`config.mk`:
```
export PLATFORM = sky130hd
export DESIGN_NAME = gp_axis_pingpong_if
export DESIGN_NICKNAME = d
export VERILOG_FILES = /design/src/rtl/gp_axis_pkg.sv /design/src/rtl/gp_axis_bank_ram.sv /design/src/rtl/gp_axis_pingpong_if.sv
export SDC_FILE = /design/constraint.sdc
export NUM_CORES = 1
export LEC_CHECK = 0
export ABC_AREA = 1
export ABC_CLOCK_PERIOD_IN_PS = 7800
export CELL_PAD_IN_SITES_DETAIL_PLACEMENT = 0
export CELL_PAD_IN_SITES_GLOBAL_PLACEMENT = 1
export CORE_AREA = 2 2 117 142
export CTS_CLUSTER_SIZE = 25
export DETAILED_ROUTE_END_ITERATION = 7
export DIE_AREA = 0 0 119 144
export PLACE_DENSITY_LB_ADDON = 0.15
export SETUP_SLACK_MARGIN = 0.02
export SYNTH_ARGS = -nofsm -noshare
export SYNTH_HDL_FRONTEND = slang
export SYNTH_SLANG_ARGS = --single-unit
```
`constraint.sdc`:
```
create_clock -name clk -period 7.8 [get_ports clk]
set_input_delay 0.78 -clock clk [delete_from_list [all_inputs] [get_ports clk]]
set_output_delay 0.78 -clock clk [all_outputs]
set_load 0.1 [all_outputs]
```
`src/rtl/gp_axis_pkg.sv`:
```
// Shared FSM encoding and bank count for the AXIS ping-pong front end.
// GP_AXIS_PINGPONG_EN selects two input banks; otherwise one bank is used.
package gp_axis_pkg;

  typedef enum logic [1:0] {
    IDLE  = 2'd0,
    START = 2'd1,
    BUSY  = 2'd2,
    DRAIN = 2'd3
  } state_t;

`ifdef GP_AXIS_PINGPONG_EN
  localparam int NUM_BANKS = 2;
`else
  localparam int NUM_BANKS = 1;
`endif

endpackage

```
`src/rtl/gp_axis_bank_ram.sv`:
```
// Small buffer RAM: synchronous write, asynchronous read.
// Out-of-range writes are dropped and out-of-range reads return zero.
module gp_axis_bank_ram #(
  parameter int DATA_WIDTH = 32,
  parameter int DEPTH      = 8,
  parameter int ADR_WIDTH  = 8
) (
  input  logic                  clk,
  input  logic                  wr,
  input  logic [ADR_WIDTH-1:0]  wr_adr,
  input  logic [DATA_WIDTH-1:0] wr_data,
  input  logic [ADR_WIDTH-1:0]  rd_adr,
  output logic [DATA_WIDTH-1:0] rd_data
);

  localparam int IDX_W = (DEPTH > 1) ? $clog2(DEPTH) : 1;

  logic [DATA_WIDTH-1:0] mem [DEPTH];
  logic                  wr_in_range;
  logic                  rd_in_range;

  assign wr_in_range = (wr_adr < ADR_WIDTH'(DEPTH));
  assign rd_in_range = (rd_adr < ADR_WIDTH'(DEPTH));

  always_ff @(posedge clk) begin
    if (wr && wr_in_range) begin
      mem[wr_adr[IDX_W-1:0]] <= wr_data;
    end
  end

  assign rd_data = rd_in_range ? mem[rd_adr[IDX_W-1:0]] : '0;

endmodule

```
`src/rtl/gp_axis_pingpong_if.sv`:
```
// AXI-Stream front end for accelerator wrappers: input frames land in ping-pong
// banks (GP_AXIS_PINGPONG_EN) or a single bank, and the output buffer drains to m_*.
module gp_axis_pingpong_if
  import gp_axis_pkg::*;
#(
  parameter int DATA_WIDTH    = 32,
  parameter int IN_DATA_NUM   = 8,
  parameter int OUT_DATA_NUM  = 4,
  parameter int IN_ADR_WIDTH  = 8,
  parameter int OUT_ADR_WIDTH = 8
) (
  input  logic                     clk,
  input  logic                     rst,
  input  logic [DATA_WIDTH-1:0]    s_data,
  input  logic                     s_valid,
  input  logic                     s_last,
  output logic                     s_ready,
  output logic [DATA_WIDTH-1:0]    m_data,
  output logic                     m_valid,
  output logic                     m_last,
  input  logic                     m_ready,
  output logic                     axisif_start,
  input  logic                     axisif_done,
  input  logic [IN_ADR_WIDTH-1:0]  axisif_bufferIn_adr,
  output logic [DATA_WIDTH-1:0]    axisif_bufferIn_data,
  output logic [IN_ADR_WIDTH-1:0]  axisif_bufferIn_len,
  input  logic [OUT_ADR_WIDTH-1:0] axisif_bufferOut_adr,
  input  logic [DATA_WIDTH-1:0]    axisif_bufferOut_data,
  input  logic                     axisif_bufferOut_wr,
  output logic                     err_len,
  input  logic                     err_clr
);

  // Handshakes: a beat moves on s_valid & s_ready or m_valid & m_ready at a
  // rising edge; a source holds data/last stable until its beat is taken.

  state_t                   state;
  state_t                   next_state;
  logic [1:0]               full;
  logic [IN_ADR_WIDTH-1:0]  len [2];
  logic                     wr_bank;
  logic                     rd_bank;
  logic [IN_ADR_WIDTH-1:0]  cnt;
  logic [OUT_ADR_WIDTH-1:0] ocnt;
  logic                     beat_acc;
  logic                     cnt_end;
  logic                     frame_close;
  logic                     len_err;
  logic                     bank_release;
  logic                     outbuf_wr;
  logic [DATA_WIDTH-1:0]    bank_rd [2];

  assign s_ready     = ~rst & ~full[wr_bank];
  assign beat_acc    = s_valid & s_ready;
  assign cnt_end     = (cnt == IN_ADR_WIDTH'(IN_DATA_NUM - 1));
  assign frame_close = beat_acc & (s_last | cnt_end);
  // Early s_last and a count-close without s_last are both length errors.
  assign len_err     = beat_acc & (s_last ^ cnt_end);

  always_ff @(posedge clk or posedge rst) begin
    if (rst) begin
      cnt     <= '0;
      wr_bank <= 1'b0;
      len[0]  <= '0;
      len[1]  <= '0;
      err_len <= 1'b0;
    end else begin
      if (frame_close) begin
        cnt          <= '0;
        len[wr_bank] <= cnt + 1'b1;
        if (NUM_BANKS > 1) wr_bank <= ~wr_bank;
      end else if (beat_acc) begin
        cnt <= cnt + 1'b1;
      end
      if (len_err) begin
        err_len <= 1'b1;
      end else if (err_clr) begin
        err_len <= 1'b0;
      end
    end
  end

  // A close only targets an empty bank and a release only a full one, so the
  // two never collide on the same bank.
  always_ff @(posedge clk or posedge rst) begin
    if (rst) begin
      full    <= '0;
      rd_bank <= 1'b0;
    end else begin
      for (int b = 0; b < 2; b++) begin
        if (frame_close && (wr_bank == 1'(b))) begin
          full[b] <= 1'b1;
        end else if (bank_release && (rd_bank == 1'(b))) begin
          full[b] <= 1'b0;
        end
      end
      if (bank_release && (NUM_BANKS > 1)) rd_bank <= ~rd_bank;
    end
  end

  always_ff @(posedge clk or posedge rst) begin
    if (rst) begin
      state <= IDLE;
      ocnt  <= '0;
    end else begin
      state <= next_state;
      if (m_valid && m_ready) begin
        ocnt <= m_last ? '0 : ocnt + 1'b1;
      end
    end
  end

  always_comb begin
    next_state   = state;
    axisif_start = 1'b0;
    m_valid      = 1'b0;
    m_last       = 1'b0;
    bank_release = 1'b0;
    case (state)
      IDLE: begin
        if (full[rd_bank]) next_state = START;
      end
      START: begin
        axisif_start = 1'b1;
        next_state   = BUSY;
      end
      BUSY: begin
        if (axisif_done) begin
          bank_release = 1'b1;
          next_state   = DRAIN;
        end
      end
      DRAIN: begin
        m_valid = 1'b1;
        m_last  = (ocnt == OUT_ADR_WIDTH'(OUT_DATA_NUM - 1));
        if (m_ready && m_last) next_state = IDLE;
      end
      default: next_state = IDLE;
    endcase
  end

  for (genvar b = 0; b < 2; b++) begin : g_bank
    if (b < NUM_BANKS) begin : g_ram
      gp_axis_bank_ram #(
        .DATA_WIDTH (DATA_WIDTH),
        .DEPTH      (IN_DATA_NUM),
        .ADR_WIDTH  (IN_ADR_WIDTH)
      ) u_bank (
        .clk     (clk),
        .wr      (beat_acc & (wr_bank == 1'(b))),
        .wr_adr  (cnt),
        .wr_data (s_data),
        .rd_adr  (axisif_bufferIn_adr),
        .rd_data (bank_rd[b])
      );
    end else begin : g_none
      assign bank_rd[b] = '0;
    end
  end

  assign axisif_bufferIn_data = bank_rd[rd_bank];
  assign axisif_bufferIn_len  = len[rd_bank];

  // Wrapper writes only count while it owns the output buffer.
  assign outbuf_wr = axisif_bufferOut_wr & (state == BUSY);

  gp_axis_bank_ram #(
    .DATA_WIDTH (DATA_WIDTH),
    .DEPTH      (OUT_DATA_NUM),
    .ADR_WIDTH  (OUT_ADR_WIDTH)
  ) u_outbuf (
    .clk     (clk),
    .wr      (outbuf_wr),
    .wr_adr  (axisif_bufferOut_adr),
    .wr_data (axisif_bufferOut_data),
    .rd_adr  (ocnt),
    .rd_data (m_data)
  );

endmodule

```
==> results.py <==
metrics = {
    "logic_synthesis": {
        "synthFlopType": "edfxtp_1",
        "synth_commonest_cells": "147 x nor2_1, 128 x edfxtp_1, 44 x o21ai_1",
        "yosysUniqueCellTypes": 28,
        "synthCells": 565,
        "syn_area_per_cell_um2": 11.29,
        "ys_seq_area_frac": 0.6773,
        "synthesis.area_um2": 6377,
        "yosysTopAreaCellShare": 0.6027,
        "yosys.area.top_type": "edfxtp_1",
        "async_flop_share": 0.1293,
        "synth-edff-count": 128,
        "yosysWarnings": 2,
        "synth_most_common_cell": "nor2_1",
        "netlist_top_cells_area": "edfxtp_1 60%, nor2_1 8.7%, dfrtp_1 7.5%",
        "ys_ff_latch": 147,
    },
    "die": {
        "pin_count": 165,
        "dieArea_um2": 17140,
        "die_w_um": 119,
        "initial_core_util": 0.4014,
        "placementRows": 51,
        "coreArea_um2": 15890,
        "die_h_um": 144,
    },
    "timing": {
        "finalHoldViolCount": 0,
        "min_period_ps": 4677,
        "slew_headroom": 0.2168,
        "setup_violations": 0,
        "whs_ps": 523.0,
        "grt_setup_unrepaired": "false",
        "fmax_mhz": 213.8,
        "post-route-period-util": 0.5997,
        "setup_tns_ps": 0,
        "worst_slew_pin_slew_ps": 1172,
        "worst_clock_skew_ps": 9.303,
        "slew_violations": 0,
    },
    "place": {
        "gp_congestion": 0.7379,
        "io_buffer_count": 84,
        "place_hpwl_mm": 7.467,
    },
    "power_and_ir_drop": {
        "power_uw": 1852,
        "ir_worst_vdd_mv": 0.1751,
        "power_density_nw_per_um2": 235.2,
        "p_leak_uw": 0.002821,
    },
    "detailed_routing": {
        "drcViolationCount": 0,
        "dr_total_vias": 4109,
        "routedWlPerCell_um": 15.20,
        "vias_per_cell": 4.723,
        "antenna_left": 0,
        "drt_first_pass_iters": 4,
        "routed_wl_mm": 13.22,
        "first_iter_violations": 157,
    },
    "clocking": {
        "clk_pin_slew_ps": 60,
        "clockBufferDepth": 2,
        "cts.sink_count": 147,
        "post-cts-setup-buffers": 0,
        "cts_hold_buf": 0,
        "tritoncts": "built",
        "htreeDepth": 4,
        "post_cts_resized": 0,
        "clkLatencyLatePin_ps": 410,
        "cts_buffers": 17,
        "cts-root-buf": "clkbuf_16",
    },
    "final_layout": {
        "finish.net_count": 741,
        "drive_above_1_share": 0.07903,
        "fillerInstances": 1418,
        "diodes": 0,
        "multi_input_area_um2": 1684,
        "area_growth_pct": 23.46,
        "seq_area_um2": 4322,
        "fin_util": 0.4956,
    },
    "outcome": {
        "status": "finished clean",
    },
    "critical_path": {
        "cp_data_arrival_time_ps": 3900,
        "critPathMaxFanout": 35,
        "r2r_cells": 6,
        "reg2reg_setup_slack_ps": 5090,
        "end_kind": "primary output",
        "r2r_start": "state[0]$_DFFE_PP0P_",
        "worstPathRequired_ps": 7020,
        "crit_start": "ocnt[1]$_DFFE_PP0P_",
        "critPathKind": "flip-flop to primary output",
        "crit_path_start_kind": "flip-flop",
        "regToRegEndpoint": "u_outbuf.mem[3][7]$_DFFE_PP_",
    },
    "job": {
        "max_cap_violations": 0,
    },
    "grt": {
        "antenna_found_initial": 0,
        "grt_pass1_wl_mm": 20.74,
        "overflow": 0,
        "grt_max_degree": 68,
        "grt_pass1_vias": 4064,
        "grtUsageTotal": 0.1617,
    },
    "hold_path": {
        "min_from": "err_len$_DFFE_PP0P_",
        "hold_path_end": "err_len$_DFFE_PP0P_",
        "hold_path.class": "flip-flop to flip-flop",
        "whs_path_depth": 2,
    },
}
==> sequential cells by signal, summed over array words and instances, names as in the netlist <==
register and flops:
cnt 8, u_outbuf.mem 128, state 2, err_len 1
ocnt 8
==> through the flow <==
step / std cells / setup slack (ps) / cell area [um2]
final: 870 / 3123 / 7874
after global routing: 870 / 2926 / 7874
after floorplan: 604 / 4422 / 6524
after detailed placement: 839 / 3467 / 7247
after global placement: 839 / 3521 / 7247
after CTS: 870 / 3013 / 7874
==> power by group <==
part	total [uW]	internal, uW	leakage (uW)	switching [uW]
clock	855	539	0.000301	316
combinational	134	27.4	0.00114	107
sequential	863	859	0.00138	3.85
==> cell usage in the layout, fill, tap and decap left out, types with 3 or more instances in the layout <==
master / n
xor2_1: 6
dfrtp_1: 17
inv_1: 26
buf_4: 3
nor2_4: 4
nor2_2: 3
clkdlybuf4s50_1: 84
bufinv_16: 4
nand2_1: 32
o21ai_0: 27
edfxtp_1: 128
ha_1: 7
clkbuf_16: 17
nor2_1: 143
nand3_1: 11
a21oi_1: 34
o21ai_1: 44
conb_1: 40
inv_6: 5
inv_2: 4
==> cells by family (layout without fill, tap and decap cells) <==
group,count (synthesis),count (layout),share of synthesized area
compound gates,106,106,0.08377
simple gates,204,204,0.1293
flops,147,147,0.6773
buf+inv,94,148,0.08711
other cells,1,40,0.0005880
xor+xnor,6,6,0.008240
fa+ha+maj,7,7,0.01373
==> area by class of cell <==
class	instances	share of cell area
inverters	30	0.01430
multi-input cells	363	0.2139
repair buffers	87	0.1096
clock buffers	17	0.05403
flip-flops and latches	147	0.5489
well taps	212	0.03369
clock inverters	14	0.02558
==> worst max path at each step <==
stage,to,slack (ps),cells past startpoint
after floorplan,m_last,4420,3
after global placement,m_data[25],3520,6
after detailed placement,m_data[25],3470,6
after CTS,m_data[25],3010,6
after global routing,m_data[17],2930,5
final,m_data[25],3120,6
==> worst max-delay path: stages (launching register included) <==
cell,delay [ps]
dfrtp_2,910
inv_1,490
buf_4,370
nor2_1,140
o21ai_1,90
a21oi_1,240
clkdlybuf4s50_1,1200
==> per-layer routing <==
layer,routed length [um],share of wire,GRT usage
met1,5513,0.42,0.1794
met2,6855,0.52,0.2934
met3,599,0.045,0.04495
met4,254,0.019,0.06579
met5,0,0,0
(Power assumes the default switching activity.)
